===== src/rtl/mem_stage_ctrl_pkg.sv =====
// Shared types for the LC-3b MEM-stage sequencer.
// Holds the FSM state enum and the mem_byte_sig encodings.
package mem_stage_ctrl_pkg;

  typedef enum logic [2:0] {
    ST_IDLE,
    ST_ACC1,
    ST_PTR,
    ST_ACC2,
    ST_DONE
  } mem_ctrl_state_e;

  localparam logic [1:0] MEM_BSIG_BYTE = 2'b01;
  localparam logic [1:0] MEM_BSIG_WORD = 2'b11;

endpackage


===== src/rtl/mem_stage_ctrl_if.sv =====
// Single-port data-memory bus between the MEM stage and dmem.
// master = MEM-stage sequencer, slave = memory.
interface mem_stage_ctrl_if #(
  parameter int ADDR_W = 16,
  parameter int DATA_W = 16
);
  logic              dmem_read;
  logic              dmem_write;
  logic [ADDR_W-1:0] dmem_addr;
  logic [DATA_W-1:0] dmem_wdata;
  logic [1:0]        dmem_be;
  logic              dmem_resp;
  logic [DATA_W-1:0] dmem_rdata;

  modport master (
    output dmem_read,
    output dmem_write,
    output dmem_addr,
    output dmem_wdata,
    output dmem_be,
    input  dmem_resp,
    input  dmem_rdata
  );

  modport slave (
    input  dmem_read,
    input  dmem_write,
    input  dmem_addr,
    input  dmem_wdata,
    input  dmem_be,
    output dmem_resp,
    output dmem_rdata
  );
endinterface


===== src/rtl/mem_byte_align.sv =====
// Byte-lane steering for 16-bit data memory.
// Any bsig other than byte is treated as a word access.
module mem_byte_align
  import mem_stage_ctrl_pkg::*;
(
  input  logic        addr0,
  input  logic [1:0]  bsig,
  input  logic [15:0] wdata,
  input  logic [15:0] rdata,
  output logic [1:0]  be,
  output logic [15:0] wdata_out,
  output logic [15:0] rdata_out
);

  always_comb begin
    be        = 2'b11;
    wdata_out = wdata;
    rdata_out = rdata;
    if (bsig == MEM_BSIG_BYTE) begin
      be        = addr0 ? 2'b10 : 2'b01;
      wdata_out = {wdata[7:0], wdata[7:0]};
      rdata_out = {8'h00, addr0 ? rdata[15:8] : rdata[7:0]};
    end
  end

endmodule


===== src/rtl/mem_stage_ctrl.sv =====
// LC-3b MEM-stage sequencer: dmem handshake, LDI/STI pointer
// chasing, byte alignment, stall generation and a response watchdog.
module mem_stage_ctrl
  import mem_stage_ctrl_pkg::*;
#(
  parameter int ADDR_W   = 16,
  parameter int DATA_W   = 16,
  parameter int MAX_WAIT = 255
) (
  input  logic              clk,
  input  logic              rst_n,
  input  logic              mem_valid,
  input  logic              mem_read,
  input  logic              mem_write,
  input  logic              mem_ind,
  input  logic [1:0]        mem_bsig,
  input  logic [ADDR_W-1:0] mem_addr,
  input  logic [DATA_W-1:0] mem_wdata,
  mem_stage_ctrl_if.master  dbus,
  output logic              stall_mem,
  output logic [DATA_W-1:0] load_data,
  output logic              mem_err
);

  localparam int WAIT_W = $clog2(MAX_WAIT + 1);
  localparam logic [WAIT_W-1:0] WAIT_LIM = WAIT_W'(MAX_WAIT - 1);

  mem_ctrl_state_e   state_q, state_d;
  logic [ADDR_W-1:0] addr_q, addr_d;
  logic [DATA_W-1:0] wdata_q, wdata_d;
  logic              rd_q, rd_d;
  logic              wr_q, wr_d;
  logic              ind_q, ind_d;
  logic [1:0]        bsig_q, bsig_d;
  logic [ADDR_W-1:0] ptr_q, ptr_d;
  logic [DATA_W-1:0] ldata_q, ldata_d;
  logic [WAIT_W-1:0] wait_q, wait_d;
  logic              err_q, err_d;

  logic              req;
  logic              acc;
  logic              acc_rd;
  logic              acc_wr;
  logic [ADDR_W-1:0] acc_addr;
  logic [1:0]        acc_bsig;
  logic [1:0]        be_al;
  logic [DATA_W-1:0] wdata_al;
  logic [DATA_W-1:0] rdata_al;

  assign req = mem_valid & (mem_read | mem_write);

  always_ff @(posedge clk or negedge rst_n) begin
    if (!rst_n) begin
      state_q <= ST_IDLE;
      addr_q  <= '0;
      wdata_q <= '0;
      rd_q    <= 1'b0;
      wr_q    <= 1'b0;
      ind_q   <= 1'b0;
      bsig_q  <= 2'b00;
      ptr_q   <= '0;
      ldata_q <= '0;
      wait_q  <= '0;
      err_q   <= 1'b0;
    end else begin
      state_q <= state_d;
      addr_q  <= addr_d;
      wdata_q <= wdata_d;
      rd_q    <= rd_d;
      wr_q    <= wr_d;
      ind_q   <= ind_d;
      bsig_q  <= bsig_d;
      ptr_q   <= ptr_d;
      ldata_q <= ldata_d;
      wait_q  <= wait_d;
      err_q   <= err_d;
    end
  end

  // Access decode only; kept apart from next-state so the aligner
  // feedback into ldata_d does not form a block-level loop.
  always_comb begin
    acc       = 1'b0;
    acc_rd    = 1'b0;
    acc_wr    = 1'b0;
    acc_addr  = '0;
    acc_bsig  = MEM_BSIG_WORD;
    stall_mem = 1'b0;
    unique case (state_q)
      ST_IDLE: stall_mem = req;
      ST_ACC1: begin
        stall_mem = 1'b1;
        acc       = 1'b1;
        acc_addr  = addr_q;
        if (ind_q) begin
          acc_rd = 1'b1;
        end else begin
          acc_rd   = rd_q;
          acc_wr   = wr_q;
          acc_bsig = bsig_q;
        end
      end
      ST_PTR: stall_mem = 1'b1;
      ST_ACC2: begin
        stall_mem = 1'b1;
        acc       = 1'b1;
        acc_addr  = ptr_q;
        acc_rd    = rd_q;
        acc_wr    = wr_q;
      end
      ST_DONE: stall_mem = 1'b0;
      default: stall_mem = 1'b0;
    endcase
  end

  mem_byte_align u_align (
    .addr0     (acc_addr[0]),
    .bsig      (acc_bsig),
    .wdata     (wdata_q),
    .rdata     (dbus.dmem_rdata),
    .be        (be_al),
    .wdata_out (wdata_al),
    .rdata_out (rdata_al)
  );

  always_comb begin
    state_d = state_q;
    addr_d  = addr_q;
    wdata_d = wdata_q;
    rd_d    = rd_q;
    wr_d    = wr_q;
    ind_d   = ind_q;
    bsig_d  = bsig_q;
    ptr_d   = ptr_q;
    ldata_d = ldata_q;
    wait_d  = wait_q;
    err_d   = err_q;
    unique case (state_q)
      ST_IDLE: begin
        if (req) begin
          addr_d  = mem_addr;
          wdata_d = mem_wdata;
          wr_d    = mem_write;
          rd_d    = mem_read & ~mem_write;
          ind_d   = mem_ind;
          bsig_d  = mem_bsig;
          wait_d  = '0;
          state_d = ST_ACC1;
        end
      end
      ST_ACC1, ST_ACC2: begin
        if (dbus.dmem_resp) begin
          wait_d = '0;
          if (state_q == ST_ACC1 && ind_q) begin
            ptr_d   = dbus.dmem_rdata;
            state_d = ST_PTR;
          end else begin
            ldata_d = rd_q ? rdata_al : '0;
            state_d = ST_DONE;
          end
        end else if (wait_q == WAIT_LIM) begin
          err_d   = 1'b1;
          ldata_d = '0;
          wait_d  = '0;
          state_d = ST_DONE;
        end else begin
          wait_d = wait_q + 1'b1;
        end
      end
      ST_PTR: begin
        wait_d  = '0;
        state_d = ST_ACC2;
      end
      ST_DONE: begin
        wait_d  = '0;
        state_d = ST_IDLE;
      end
      default: state_d = ST_IDLE;
    endcase
  end

  always_comb begin
    dbus.dmem_read  = acc_rd;
    dbus.dmem_write = acc_wr;
    dbus.dmem_be    = acc ? be_al : 2'b00;
    dbus.dmem_wdata = acc_wr ? wdata_al : '0;
    dbus.dmem_addr  = '0;
    if (acc) begin
      dbus.dmem_addr = (acc_bsig == MEM_BSIG_BYTE) ? acc_addr
                       : {acc_addr[ADDR_W-1:1], 1'b0};
    end
  end

  assign load_data = ldata_q;
  assign mem_err   = err_q;

endmodule


===== src/flat_wrapper.sv =====
// flat-port wrapper written by rule: the top's interface ports become plain ports
module mem_stage_ctrl_flat import mem_stage_ctrl_pkg::*;
#(
  parameter int ADDR_W   = 16,
  parameter int DATA_W   = 16,
  parameter int MAX_WAIT = 255
)
  (clk, rst_n, mem_valid, mem_read, mem_write, mem_ind, mem_bsig, mem_addr, mem_wdata, stall_mem, load_data, mem_err, dbus_dmem_read, dbus_dmem_write, dbus_dmem_addr, dbus_dmem_wdata, dbus_dmem_be, dbus_dmem_resp, dbus_dmem_rdata);
  mem_stage_ctrl_if #(.ADDR_W(ADDR_W), .DATA_W(DATA_W)) dbus_i ();
  input  logic clk;
  input  logic rst_n;
  input  logic mem_valid;
  input  logic mem_read;
  input  logic mem_write;
  input  logic mem_ind;
  input  logic [1:0] mem_bsig;
  input  logic [ADDR_W-1:0] mem_addr;
  input  logic [DATA_W-1:0] mem_wdata;
  output logic stall_mem;
  output logic [DATA_W-1:0] load_data;
  output logic mem_err;
  output wire logic [$bits(dbus_i.dmem_read)-1:0] dbus_dmem_read;
  output wire logic [$bits(dbus_i.dmem_write)-1:0] dbus_dmem_write;
  output wire logic [$bits(dbus_i.dmem_addr)-1:0] dbus_dmem_addr;
  output wire logic [$bits(dbus_i.dmem_wdata)-1:0] dbus_dmem_wdata;
  output wire logic [$bits(dbus_i.dmem_be)-1:0] dbus_dmem_be;
  input wire logic [$bits(dbus_i.dmem_resp)-1:0] dbus_dmem_resp;
  input wire logic [$bits(dbus_i.dmem_rdata)-1:0] dbus_dmem_rdata;
  assign dbus_dmem_read = dbus_i.dmem_read;
  assign dbus_dmem_write = dbus_i.dmem_write;
  assign dbus_dmem_addr = dbus_i.dmem_addr;
  assign dbus_dmem_wdata = dbus_i.dmem_wdata;
  assign dbus_dmem_be = dbus_i.dmem_be;
  assign dbus_i.dmem_resp = dbus_dmem_resp;
  assign dbus_i.dmem_rdata = dbus_dmem_rdata;
  mem_stage_ctrl #(.ADDR_W(ADDR_W), .DATA_W(DATA_W), .MAX_WAIT(MAX_WAIT)) u_core (.clk(clk), .rst_n(rst_n), .mem_valid(mem_valid), .mem_read(mem_read), .mem_write(mem_write), .mem_ind(mem_ind), .mem_bsig(mem_bsig), .mem_addr(mem_addr), .mem_wdata(mem_wdata), .dbus(dbus_i), .stall_mem(stall_mem), .load_data(load_data), .mem_err(mem_err));
endmodule

===== config.mk =====
export PLATFORM = sky130hd
export DESIGN_NAME = mem_stage_ctrl_flat
export DESIGN_NICKNAME = d
export VERILOG_FILES = /design/src/rtl/mem_stage_ctrl_pkg.sv /design/src/rtl/mem_stage_ctrl_if.sv /design/src/rtl/mem_byte_align.sv /design/src/rtl/mem_stage_ctrl.sv /design/src/flat_wrapper.sv
export SDC_FILE = /design/constraint.sdc
export NUM_CORES = 1
export LEC_CHECK = 0
export CORE_AREA = 2 2 105 107
export CTS_BUF_LIST = sky130_fd_sc_hd__clkbuf_16
export CTS_CLUSTER_SIZE = 16
export DETAILED_ROUTE_END_ITERATION = 10
export DIE_AREA = 0 0 107 109
export PLACE_DENSITY_LB_ADDON = 0.1
export SYNTH_ARGS = -nofsm -noshare
export SYNTH_HDL_FRONTEND = slang
export SYNTH_SLANG_ARGS = --single-unit

===== constraint.sdc =====
create_clock -name clk -period 1.9 [get_ports clk]
set_input_delay 0.285 -clock clk [delete_from_list [all_inputs] [get_ports clk]]
set_output_delay 0.285 -clock clk [all_outputs]
set_load 0.005 [all_outputs]

==> impl_metrics.toml <==
[detailed_routing]
drt-initial-drc-count = 94
via_per_inst = 4.94
wl_per_cell_um = 16.8
drt-total-wl_um = 10200
ant_nets = 0
vias = 2996
drc = 0
dr.pass1.iters = 4

[clock_tree]
cts.htree.levels = 3
clk_pin_slew_ps = 70
cts.path.max_buffers = 2
cts_sinks = 80
cts_tree = "done"
cts-root-buf = "clkbuf_16"
numCtsBuffers = 9
insertion_delay_ps = 330

[setup_path]
path_max_fanout = 8
path_buf_inv = 2
crit_family = "simple AND/OR/NAND/NOR gates"
startpoint_type = "register"
cp_data_required_time_ps = 1620
cp-end-kind = "output pin"
path_class = "register to output pin"
arrival_ps = 2000
critical_path.max_stage_delay_ps = 540
path_cells = "or4b_4 > or2_4 > buf_8 > mux2i_1 > nor2_1 > buf_2"
slowest_stage = "or4b_4"

[timing]
max_freq_mhz = 438
hold_violations = 0
post-route-period-util = 1.20
final.setup_skew_ps = 8.92
maxSlewViolCount = 0
fin_ws_ps = -385
max_slew_margin = 0.708
worstMarginPinSlew_ps = 436
hold_ws_ps = 437
finalSetupViolCount = 29
rsz0062_at_grt = "true"
period_needed_ps = 2280

[finish]
final_cell_mix = "dfrtp_1, clkdlybuf4s50_1, mux2_2, nor2_1"
multi_input_area_um2 = 1740
postLayoutCoreUtil = 0.552
regArea_um2 = 2000
diodes = 0
final_common_cell = "dfrtp_1"
drive_gt1_frac = 0.388
fillers = 935
final_nets = 521
area_growth_pct = 59.1

[floorplan]
core_um2 = 10600
die_area_um2 = 11700
design.portCount = 111
fp.dieH_um = 109
initial_utilization = 0.347
dieWidth_um = 107
rows = 38

[global_route]
grt_pass1_vias = 3023
overflow = 0
antenna_found_initial = 0
gr-usage-met2 = 0.268
grt-busiest-layer = "met2"
use_met1 = 0.242
grt_max_degree = 35
grt.met3_usage = 0.0496
gr-usage-all-layers = 0.176
grt_pass1_wl_um = 15700

[yosys]
synthCells = 300
syn-num-nets = 359
synth-compound-area-share = 0.0799
ys_ff_latch = 80
synthAdderAreaFrac = 0.00680
muxShareOfSynthArea = 0.219
synthSimpleGateAreaFrac = 0.128
synth_xor_area_frac = 0.00238
synth_area_um2 = 3680
yosysWarnings = 0
synth.distinct_cells = 40
synth_top_family_by_area = "multiplexers"
synth_area_per_cell_um2 = 12.3
ys_seq_area_frac = 0.544

[status]
outcome = "finished with violations"
violations = "setup timing"

[pwr]
total_power_uw = 8710
cellLeakagePower_uw = 0.00267
peakVddDrop_mv = 0.699
powerDensity_nw_per_um2 = 1490

[flow_run]
maxCapViolCount = 0

[placed_design]
dp_hpwl_um = 6910
gp_congestion = 0.775
numPortBuffers = 110

[hold_path]
hold_class = "input pin to asynchronous set/reset pin"
==> cells in the mapped netlist (all sizes together) <==
library cell / count / area (um^2)
nand3: 6 / 30.0
mux2: 51 / 574
or3: 1 / 6.26
xnor2: 1 / 8.76
mux2i: 23 / 230
dfrtp: 80 / 2000
a21o: 2 / 15.0
o21a: 2 / 15.0
and4: 2 / 17.5
buf: 8 / 43.8
nand3b: 1 / 7.51
or2: 1 / 6.26
o21ai: 8 / 40.0
o31ai: 1 / 7.51
a22o: 8 / 70.1
a21boi: 1 / 7.51
clkbuf: 4 / 15.0
nand4: 2 / 12.5
a221o: 8 / 80.1
nand2: 7 / 26.3
and2: 1 / 6.26
ha: 2 / 25.0
inv: 4 / 15.0
a31o: 1 / 8.76
nor3: 4 / 36.3
nor2b: 3 / 18.8
or4b: 1 / 13.8
nor3b: 10 / 75.1
nor2: 34 / 128
nor4: 1 / 6.26
a21oi: 6 / 30.0
and3: 10 / 62.6
a31oi: 2 / 12.5
nand2b: 3 / 18.8
a211oi: 1 / 7.51
==> where the power goes <==
| group | switching, uW | total (uW) | internal (uW) | leakage [uW] |
|---|---|---|---|---|
| registers | 464 | 2920 | 2460 | 0.000986 |
| clock network | 751 | 1930 | 1180 | 0.000160 |
| logic | 1540 | 3850 | 2320 | 0.00153 |
| total | 2750 | 8710 | 5950 | 0.00267 |
==> kinds of logic (layout without fill, tap and decap cells) <==
group,Yosys count,in the layout
multiplexers,74,74
buffers and inverters,16,183
adder cells (fa/ha/maj),2,2
AND/OR/NAND/NOR,87,87
flip-flops,80,80
XOR/XNOR,1,1
AO/OA/AOI/OAI,40,40
==> state kept, by name, summed over array words and instances, names as in the netlist <==
signal,flops
u_core.rd_q,1
u_core.wdata_q,16
u_core.ind_q,1
u_core.load_data,16
u_core.ptr_q,15
u_core.wr_q,1
u_core.wait_q,8
u_core.state_q,3
u_core.addr_q,16
u_core.bsig_q,2
u_core.mem_err,1
==> stage by stage <==
| step | setup slack, ps | TNS [ps] | instance area, um^2 | cells |
|---|---|---|---|---|
| 3_3_place_gp | -432 | -5950 | 5200 | 571 |
| 2_1_floorplan | 38.1 | 0 | 3680 | 300 |
| 6_report | -385 | -5600 | 5860 | 607 |
| 5_1_grt | -469 | -7990 | 5860 | 607 |
| 3_5_place_dp | -464 | -7390 | 5200 | 571 |
| 4_1_cts | -398 | -6310 | 5670 | 598 |
==> metal layers <==
| layer | share of wire | wire length (um) | vias up |
|---|---|---|---|
| li1 | - | - | 1421 |
| met4 | 0.012 | 125 | 0 |
| met5 | 0 | 0 | - |
| met1 | 0.47 | 4770 | 1483 |
| met3 | 0.060 | 612 | 10 |
| met2 | 0.46 | 4680 | 82 |
==> area by class of cell <==
| class | count | area share |
|---|---|---|
| tap | 140 | 0.0299 |
| timing repair buffer | 163 | 0.272 |
| sequential | 80 | 0.342 |
| inverter | 4 | 0.00256 |
| clock buffer | 9 | 0.0385 |
| multi-input combinational | 204 | 0.297 |
| clock inverter | 7 | 0.0184 |
==> final timing paths <==
check                                  startpoint                  end  slack, ps  depth (start not counted)
min in group clk                   u_core.mem_err       u_core.mem_err        470                          1
worst min-delay path                        rst_n     u_core.ptr_q[15]        440                          2
max in group asynchronous                   rst_n      u_core.ptr_q[7]        860                          3
worst min register to register     u_core.mem_err       u_core.mem_err        470                          1
worst max register to register  u_core.state_q[1]  u_core.load_data[3]        -80                          7
worst max-delay path            u_core.state_q[1]   dbus_dmem_wdata[9]       -380                          6
==> timing repair <==
item | in CTS | in global routing
endpoints found under the hold margin | 29 | 0
gates cloned | 1 | 4
endpoints found under the setup margin | 54 | 83
buffers inserted | 9 | 7
pin swaps | 11 | 13
hold buffers | 1 | 0
gates resized for setup | 171 | 32
Power figures use the tool's default switching activity.
